===== config.mk =====
export PLATFORM = sky130hd
export DESIGN_NAME = carrd_issue_sb
export DESIGN_NICKNAME = d
export VERILOG_FILES = /design/src/rtl/v_pkg.sv /design/src/rtl/v_sync_fifo.sv /design/src/rtl/carrd_issue_sb.sv
export SDC_FILE = /design/constraint.sdc
export NUM_CORES = 1
export LEC_CHECK = 0
export CORE_ASPECT_RATIO = 0.7
export CORE_MARGIN = 2
export CORE_UTILIZATION = 60
export CTS_BUF_LIST = sky130_fd_sc_hd__clkbuf_8
export CTS_CLUSTER_DIAMETER = 40
export DETAILED_ROUTE_END_ITERATION = 16
export GPL_ROUTABILITY_DRIVEN = 0
export PLACE_DENSITY = 0.87
export SLEW_MARGIN = 20
export SYNTH_ARGS = -nofsm -noshare
export SYNTH_HDL_FRONTEND = slang
export SYNTH_HIERARCHICAL = 1
export SYNTH_SLANG_ARGS = --single-unit

===== constraint.sdc =====
create_clock -name clk -period 5.1 [get_ports clk]
set_clock_uncertainty 0.15 [all_clocks]
set_input_delay 0.765 -clock clk [delete_from_list [all_inputs] [get_ports clk]]
set_output_delay 0.765 -clock clk [all_outputs]
set_load 0.005 [all_outputs]

===== src/rtl/v_pkg.sv =====
// rtl/v_pkg.sv - shared types, unit indices and LMUL helpers for the vector issue path
package v_pkg;

    // Widest unit index an entry can carry; tops with fewer units use the low bits.
    localparam int V_FU_MAX_W = 4;

    localparam int FU_LANES = 0;
    localparam int FU_RED   = 1;
    localparam int FU_SLDU  = 2;
    localparam int FU_LSU   = 3;

    localparam logic [2:0] LMUL_1 = 3'b000;
    localparam logic [2:0] LMUL_2 = 3'b001;
    localparam logic [2:0] LMUL_4 = 3'b010;

    typedef struct packed {
        logic [31:0]           instr;
        logic [V_FU_MAX_W-1:0] fu;
        logic                  rd_vs1;
        logic                  rd_vs2;
        logic                  wr_vd;
        logic                  is_cfg;
    } v_issue_entry_t;

    // Register-group shift for an LMUL encoding; reserved encodings act as LMUL=1.
    function automatic logic [1:0] lmul_shift(input logic [2:0] vlmul);
        case (vlmul)
            LMUL_2:  return 2'd1;
            LMUL_4:  return 2'd2;
            default: return 2'd0;
        endcase
    endfunction

    // Two registers overlap when they fall in the same LMUL-aligned group.
    function automatic logic reg_group_eq(input logic [4:0] a, input logic [4:0] b,
                                          input logic [1:0] shift);
        return (a >> shift) == (b >> shift);
    endfunction

endpackage


===== src/rtl/v_sync_fifo.sv =====
// rtl/v_sync_fifo.sv - synchronous circular-buffer fifo with occupancy count
//
// Ports:
//   clk, nrst            clock, asynchronous active-low reset
//   wr_valid/wr_ready    write handshake; a push needs a free slot this cycle
//   wr_data              word to push
//   rd_valid             fifo non-empty; rd_data shows the head
//   rd_en                pop the head (ignored when empty)
//   count                current occupancy
module v_sync_fifo #(
    parameter  int WIDTH = 8,
    parameter  int DEPTH = 4,
    localparam int AW    = $clog2(DEPTH),
    localparam int CW    = $clog2(DEPTH + 1)
) (
    input  logic             clk,
    input  logic             nrst,
    input  logic             wr_valid,
    output logic             wr_ready,
    input  logic [WIDTH-1:0] wr_data,
    output logic             rd_valid,
    input  logic             rd_en,
    output logic [WIDTH-1:0] rd_data,
    output logic [CW-1:0]    count
);

    logic [WIDTH-1:0] mem [DEPTH];
    logic [AW-1:0]    wr_ptr;
    logic [AW-1:0]    rd_ptr;
    logic             push;
    logic             pop;

    // A full fifo refuses writes even if the head leaves in the same cycle.
    assign wr_ready = (count != CW'(DEPTH));
    assign rd_valid = (count != '0);
    assign push     = wr_valid & wr_ready;
    assign pop      = rd_en & rd_valid;
    assign rd_data  = mem[rd_ptr];

    // DEPTH is a power of two, so the pointers wrap by natural overflow.
    always_ff @(posedge clk or negedge nrst) begin
        if (!nrst) begin
            wr_ptr <= '0;
            rd_ptr <= '0;
            count  <= '0;
        end else begin
            if (push) wr_ptr <= wr_ptr + AW'(1);
            if (pop)  rd_ptr <= rd_ptr + AW'(1);
            case ({push, pop})
                2'b10:   count <= count + CW'(1);
                2'b01:   count <= count - CW'(1);
                default: count <= count;
            endcase
        end
    end

    always_ff @(posedge clk) begin
        if (push) mem[wr_ptr] <= wr_data;
    end

endmodule


===== src/rtl/carrd_issue_sb.sv =====
// rtl/carrd_issue_sb.sv - in-order vector issue queue with per-unit scoreboard
//
// Ports:
//   clk, nrst                    clock, asynchronous active-low reset
//   in_valid/in_ready            instruction hand-off from the base processor
//   in_instr, in_fu              raw instruction and pre-decoded target unit
//   in_rd_vs1/in_rd_vs2/in_wr_vd operand-usage flags
//   in_is_cfg                    vsetvl-class instruction (drains all units)
//   vlmul                        current LMUL encoding
//   issue_valid/instr/fu         one-cycle issue strobe for the queue head
//   fu_done                      per-unit completion pulses
//   fu_busy                      scoreboard busy bits
//   idle                         queue empty and no unit busy
//   err_spurious                 sticky: completion seen on an idle unit
module carrd_issue_sb
    import v_pkg::*;
#(
    parameter  int QDEPTH = 4,
    parameter  int NUM_FU = 4,
    localparam int FUW    = $clog2(NUM_FU),
    localparam int CW     = $clog2(QDEPTH + 1)
) (
    input  logic              clk,
    input  logic              nrst,
    input  logic              in_valid,
    output logic              in_ready,
    input  logic [31:0]       in_instr,
    input  logic [FUW-1:0]    in_fu,
    input  logic              in_rd_vs1,
    input  logic              in_rd_vs2,
    input  logic              in_wr_vd,
    input  logic              in_is_cfg,
    input  logic [2:0]        vlmul,
    output logic              issue_valid,
    output logic [31:0]       issue_instr,
    output logic [FUW-1:0]    issue_fu,
    input  logic [NUM_FU-1:0] fu_done,
    output logic [NUM_FU-1:0] fu_busy,
    output logic              idle,
    output logic              err_spurious
);

    localparam int EW = $bits(v_issue_entry_t);

    v_issue_entry_t in_entry;
    v_issue_entry_t head;
    logic           head_valid;
    logic [CW-1:0]  q_count;

    logic [NUM_FU-1:0] busy;
    logic [NUM_FU-1:0] sb_wr;
    logic [4:0]        sb_vd [NUM_FU];

    logic [FUW-1:0] head_fu;
    logic [4:0]     head_vd;
    logic [4:0]     head_vs1;
    logic [4:0]     head_vs2;
    logic [1:0]     shift;
    logic           raw_hit;
    logic           waw_hit;
    logic           struct_hit;
    logic           cfg_hit;
    logic           can_issue;
    logic           unused_fu_bits;

    always_comb begin
        in_entry        = '0;
        in_entry.instr  = in_instr;
        in_entry.fu     = V_FU_MAX_W'(in_fu);
        in_entry.rd_vs1 = in_rd_vs1;
        in_entry.rd_vs2 = in_rd_vs2;
        in_entry.wr_vd  = in_wr_vd;
        in_entry.is_cfg = in_is_cfg;
    end

    v_sync_fifo #(
        .WIDTH (EW),
        .DEPTH (QDEPTH)
    ) u_fifo (
        .clk      (clk),
        .nrst     (nrst),
        .wr_valid (in_valid),
        .wr_ready (in_ready),
        .wr_data  (in_entry),
        .rd_valid (head_valid),
        .rd_en    (can_issue),
        .rd_data  (head),
        .count    (q_count)
    );

    assign head_fu        = head.fu[FUW-1:0];
    assign head_vd        = head.instr[11:7];
    assign head_vs1       = head.instr[19:15];
    assign head_vs2       = head.instr[24:20];
    assign unused_fu_bits = ^head.fu;

    // Hazards look only at registered busy state; a completion this cycle
    // frees its dependants from the next cycle on.
    always_comb begin
        shift   = lmul_shift(vlmul);
        raw_hit = 1'b0;
        waw_hit = 1'b0;
        for (int i = 0; i < NUM_FU; i++) begin
            if (busy[i] && sb_wr[i]) begin
                if (head.rd_vs1 && reg_group_eq(sb_vd[i], head_vs1, shift)) raw_hit = 1'b1;
                if (head.rd_vs2 && reg_group_eq(sb_vd[i], head_vs2, shift)) raw_hit = 1'b1;
                if (head.wr_vd  && reg_group_eq(sb_vd[i], head_vd,  shift)) waw_hit = 1'b1;
            end
        end
    end

    assign struct_hit = busy[head_fu];
    assign cfg_hit    = head.is_cfg & (|busy);
    assign can_issue  = head_valid & ~struct_hit & ~raw_hit & ~waw_hit & ~cfg_hit;

    assign issue_valid = can_issue;
    assign issue_instr = head_valid ? head.instr : 32'd0;
    assign issue_fu    = head_valid ? head_fu : '0;
    assign fu_busy     = busy;
    assign idle        = ~head_valid & ~(|busy);

    // Config instructions are a strobe only; they never occupy a unit.
    always_ff @(posedge clk or negedge nrst) begin
        if (!nrst) begin
            busy         <= '0;
            sb_wr        <= '0;
            err_spurious <= 1'b0;
            for (int i = 0; i < NUM_FU; i++) sb_vd[i] <= '0;
        end else begin
            for (int i = 0; i < NUM_FU; i++) begin
                if (can_issue && !head.is_cfg && (head_fu == FUW'(i))) begin
                    busy[i]  <= 1'b1;
                    sb_vd[i] <= head_vd;
                    sb_wr[i] <= head.wr_vd;
                end else if (fu_done[i]) begin
                    busy[i]  <= 1'b0;
                end
            end
            if (|(fu_done & ~busy)) err_spurious <= 1'b1;
        end
    end

endmodule

## Word-level counts from Yosys, hierarchy flattened

Memories as Yosys holds them, arrays and structs flattened.
Cells that the tools add are included.

- Add/subtract/negate cells: 4
- Order comparisons: 1
- Equal/unequal tests: 20
- Shift-type cells: 7
- Muxes and demuxes: 36
- Bitwise logic cells: 16
- Reduce and logical (&&, ||, !) cells: 31

Operators by type and width:

| kind | number |
|---|---|
| $eq 5x5->1 | 12 |
| $shr 5x2->5 | 7 |
| $mux 32 | 1 |
| $mux 1 | 31 |
| $logic_and 1x1->1 | 21 |
| $reduce_bool 2->1 | 5 |
| $and 1x1->1 | 8 |
| $reduce_or 4->1 | 2 |
| $eq 2x2->1 const B | 3 |
| $not 1->1 | 6 |
| $pmux 3 s2 | 1 |
| $add 2x1->2 const B | 2 |
| $and 4x4->4 | 1 |
| $eq 2x1->1 const B | 2 |
| $not 4->4 | 1 |
| $pmux 2 s2 | 1 |
| $add 3x1->3 const B | 1 |
| $eq 3x1->1 const B | 1 |
| $eq 3x2->1 const B | 1 |
| $lt 2x3->1 const B | 1 |
| $ne 3x3->1 const B | 1 |
| $reduce_bool 3->1 | 1 |
| $sub 3x1->3 const B | 1 |
| $bmux 1 s2 | 1 |
| 3 further kinds | 3 |

- Bits in registers: 36
- RAM bits: 152
- Input bits: 48
- Output and inout bits: 42
- Word-level logic and storage cells: 132
- Memories kept: 1

Memory list:

| name | words | bits a word | read ports | clocked after Yosys merged registers in | write ports | line | RTL |
|---|---|---|---|---|---|---|---|
| u_fifo.mem | 4 | 38 | 1 | 0 | 1 | v_sync_fifo.sv:27 | `logic [WIDTH-1:0] mem [DEPTH];` |

## Depth between registers and ports, before layout

- Depth after elaboration: 24
- Mapped depth: 19
- Mapped depth without buffers: 16

## Cells and area by module

Netlist, hierarchy kept.

By module, submodules not included:

| module | instances | cells each | area an instance (sq um) | sequential area each (sq um) |
|---|---|---|---|---|
| v_sync_fifo | 1 | 247 | 6216.0 | 4979.8 |
| carrd_issue_sb | 1 | 380 | 3256.9 | 725.7 |

## Worst setup path before layout

OpenSTA, ideal clock, no wires.

- Path kind: flip-flop to flip-flop
- Start point: reg u_fifo.rd_ptr[0]
- End point: reg u_fifo.count[2]
- Library setup time: 0.079 ns
- Arrival: 3.888 ns
- Data required time: 4.871 ns
- Path slack: 0.983 ns
- Stages on the path, launching flop included: 20
- Period minus slack after synthesis: 4.117 ns
- Cell sequence: dfrtp_1 > buf_2 > buf_4 > mux4_2 > clkbuf_1 > nand3b_1 > a21o_1 > nand2_1 > xor2_1 > o41ai_1 > nor3_2 > nand4_1 > a21oi_1 > o31a_2 > ha_1 > inv_1 > fa_1 > xor2_1 > nor2_1 > xor2_1

RTL lines:

| element | line | RTL |
|---|---|---|
| from (decl) | v_sync_fifo.sv:29 | `logic [AW-1:0] rd_ptr;` |
| from (signal assigned) | v_sync_fifo.sv:48 | `if (pop) rd_ptr <= rd_ptr + AW'(1);` |
| to (signal assigned) | v_sync_fifo.sv:50 | `2'b10: count <= count + CW'(1);` |
| to (signal assigned) | v_sync_fifo.sv:51 | `2'b01: count <= count - CW'(1);` |
| to (signal assigned) | v_sync_fifo.sv:52 | `default: count <= count;` |
| to (decl) | v_sync_fifo.sv:24 | `output logic [CW-1:0] count` |

## Worst setup path after layout

- Start point: in vlmul[0]
- End point: out issue_valid

- Word-level cells in the longest chain between the ends: 21

Ends and longest elaborated chain:

| element | line | RTL |
|---|---|---|
| from (decl) | carrd_issue_sb.sv:33 | `input logic [2:0] vlmul,` |
| $eq 3x2->1 or $eq 3x1->1 (tied branches) | v_pkg.sv:27 | `case (vlmul)` |
| $pmux 2 s2 * | v_pkg.sv:27 |  |
| $shr 5x2->5 | v_pkg.sv:37 | `return (a >> shift) == (b >> shift);` |
| $eq 5x5->1 | v_pkg.sv:37 |  |
| $logic_and 1x1->1 | carrd_issue_sb.sv:105 | `if (head.rd_vs1 && reg_group_eq(sb_vd[i], head_vs1, shift)) raw_hit = 1'b1;` |
| $mux 1 | carrd_issue_sb.sv:105 |  |
| $mux 1 | carrd_issue_sb.sv:106 | `if (head.rd_vs2 && reg_group_eq(sb_vd[i], head_vs2, shift)) raw_hit = 1'b1;` |
| $mux 1 | carrd_issue_sb.sv:104 | `if (busy[i] && sb_wr[i]) begin` |
| (+4 left out) | n/a |  |
| $mux 1 | carrd_issue_sb.sv:106 |  |
| $mux 1 | carrd_issue_sb.sv:104 |  |
| $mux 1 | carrd_issue_sb.sv:105 |  |
| $mux 1 | carrd_issue_sb.sv:106 |  |
| $mux 1 | carrd_issue_sb.sv:104 |  |
| $not 1->1 | carrd_issue_sb.sv:114 | `assign can_issue = head_valid & ~struct_hit & ~raw_hit & ~waw_hit & ~cfg_hit;` |
| $and 1x1->1 | carrd_issue_sb.sv:114 |  |
| $and 1x1->1 * (2 in a row) | carrd_issue_sb.sv:114 |  |
| to (decl) | carrd_issue_sb.sv:34 | `output logic issue_valid,` |

Every way passes the cells marked *; elsewhere a longest branch is shown, timed or not.

==> summary.txt <==
Final layout
  • Final nets: 773
  • Ratio of cells with drive above 1 in the final layout: 22.1%
  • # diodes: 0
  • Layout area overhead: 18.6%
  • Final Non-Filler Cells: 927
  • Final instance area: 0.0109 mm^2

Logic synthesis
  • YS warnings: 6
  • Gate Count Post-Synth: 616
  • Avg Inst Size Synth: 14.9 um^2
  • Mapped Nets: 670
  • Synthesized area: a little over 0.009 mm^2

Power and ir drop
  • Static leakage: 3.76 nW
  • PwrDens: 634 mW/mm^2
  • Max VDD drop: 488 uV

Clocking
  • CTS tree: built
  • Clk_lat worst skew: approximately 0.47 ns
  • Clock Tree Root: clkbuf_8
  • Longest Clk Path Bufs: 2
  • Number of CTS-inserted buffers: 17
  • Hold buffer count at CTS: 0
  • CTS Sinks: 188
  • H-tree Lvls: 4
  • Worst-path clk slew: approximately 0.10 ns

Setup path
  • Critical path cell sequence: clkdlybuf4s50_1 > buf_6 > nor2b_2 > a22oi_1 > o2bb2ai_2 > xor2_1 > nor4_1 > o31ai_4 > nand4_1 > a21oi_1 > clkdlybuf4s50_1
  • CP arrival: 4.07 ns
  • CP max-delay cell: clkdlybuf4s50_1
  • Critical Path Max Stage Delay: roughly 0.59 ns
  • Required @ worst endpoint: 4.18 ns
  • Crit-path most repeated cell: clkdlybuf4s50_1
  • Nature of the critical path endpoint: output pin
  • CP Max Fanout: 39
  • Worst setup SP type: input pin
  • Kind of critical path: in2out

Drt
  • Drt via density: 6.52
  • DR vias: 6,047
  • Total Wirelength: 21,900 um
  • Avg WL per Cell: 23.6 um
  • Metal3 WL: between 2000 and 2500 um
  • Met2 routed WL: 10,600 um
  • Wire length on met1: 8740 um
  • DR pass1 iterations: 5
  • Final ANT Viol Nets: 0
  • DRC: 0
  • First DRT Iteration DRCs: 657
  • Top Layer Used: met4

STA
  • Worst setup margin: 0.112 ns
  • Slew headroom: between 20 and 30%
  • Fmax: 0.200 GHz
  • # setup viols final: 0
  • Worst slew pin tran: 1.08 ns
  • Final period util: 97.8%
  • Fin. Hold Viols: 0
  • Min cycle time layout: 4.99 ns
  • Max Slew Vio Count: 0

Floorplanning
  • DIE HEIGHT: around 110 um
  • Width of the die: about 150 um
  • Row count: 37
  • Initial Util: 62.0%
  • Io pins: 90
  • Die area: 0.0163 mm^2
  • Core area: 0.0148 mm^2

Job
  • Max-cap viol count: 0

Global route
  • Overflow after GRT: 0
  • Initial antenna violation count: 1
  • Largest net degree at the start of global routing: 40
  • Total global routing track utilization: 27.0%
  • First-pass GRT wire length: 33,000 um
  • Vias in the first global route: 5,972

Placement
  • Post-DP HPWL: approximately 14,000 um
  • Place WS: 0.0186 ns
  • Placed cells: 876
  • Port bufs: 89
  • Placed inst area: 0.0102 mm^2

Hold path
  • Min-Delay Path Class: reg2reg

Outcome
  • Outcome: completed
## report_power, final
group	switching, mW	internal [mW]	leakage, nW
logic	1.73	1.73	1.72
clock network	0.544	0.543	0.220
registers	0.284	2.09	1.82
total	2.56	4.36	3.76
## flip-flops by register name, indices dropped and copies added (netlist names)
register       flops
u_fifo/wr_ptr      2
u_fifo/count       3
u_fifo/rd_ptr      2
sb_wr              4
sb_vd             20
err_spurious       1
u_fifo/mem       152
fu_busy            4
## cells in the final DEF (no fill, tap or decap), types with 5 or more instances in the layout
master / n
a211o_1: 16
a21o_1: 9
a21oi_1: 22
and2_1: 34
buf_4: 31
clkbuf_8: 17
clkdlybuf4s50_1: 88
dfrtp_1: 34
edfxtp_1: 152
ha_1: 5
inv_1: 10
mux2_2: 24
mux4_2: 39
nand2_1: 20
nand3b_1: 36
nand4_1: 12
nor2_1: 6
o211ai_1: 18
o21a_1: 9
o21ai_0: 16
xnor2_1: 25
xor2_1: 25
## worst paths after layout
path                                              startpoint                           end  slack [ns]  cells past startpoint
worst max-delay path                                vlmul[0]                   issue_valid        0.11                     11
worst min-delay path                err_spurious$_DFFE_PN0P_      err_spurious$_DFFE_PN0P_        0.34                      2
worst max register to register  u_fifo/rd_ptr[0]$_DFFE_PN0P_   u_fifo/count[2]$_DFFE_PN0P_        0.54                     17
worst min register to register      err_spurious$_DFFE_PN0P_      err_spurious$_DFFE_PN0P_        0.34                      2
max in group asynchronous                               nrst  u_fifo/rd_ptr[1]$_DFFE_PN0P_        3.85                      2
min in group asynchronous                               nrst         sb_vd[11]$_DFFE_PN0P_        0.57                      2
## final cells by class
cell class / instances / area, um^2
timing repair buffer: 123 / 1170
multi-input combinational: 379 / 3530
sequential: 188 / 5470
fill: 900 / 3920
tap: 195 / 244
clock buffer: 17 / 234
clock inverter: 15 / 214
inverter: 10 / 37.5
## metal layers
layer | vias up | track usage, %
met1 | 3029 | 36.4
met2 | 360 | 43.8
li1 | 2610 | -
met5 | - | 0
met3 | 48 | 7.61
met4 | 0 | 7.34
## through the flow
step	utilization, %	TNS (ns)	power, mW	hold slack [ns]
floorplan	-	0	4.41	0.313
global placement	69.0	0	5.44	0.307
detailed placement	69.0	0	5.59	0.315
CTS	72.1	0	6.69	0.342
global route	73.5	-0.0408	7.24	0.394
finish	73.5	0	6.91	0.338
## worst max-delay path, delay by kind of cell
kind	cells	cell delay [ns]
buffers and inverters	3	1.41
AO/OA/AOI/OAI	4	1.05
AND/OR/NAND/NOR	3	0.63
XOR/XNOR	1	0.20
## what timing repair did
item,CTS,global route
setup buffers,0,18
setup endpoints to repair,0,1
gates resized for setup,0,14
Note: power is estimated with default switching activity, not from simulation.
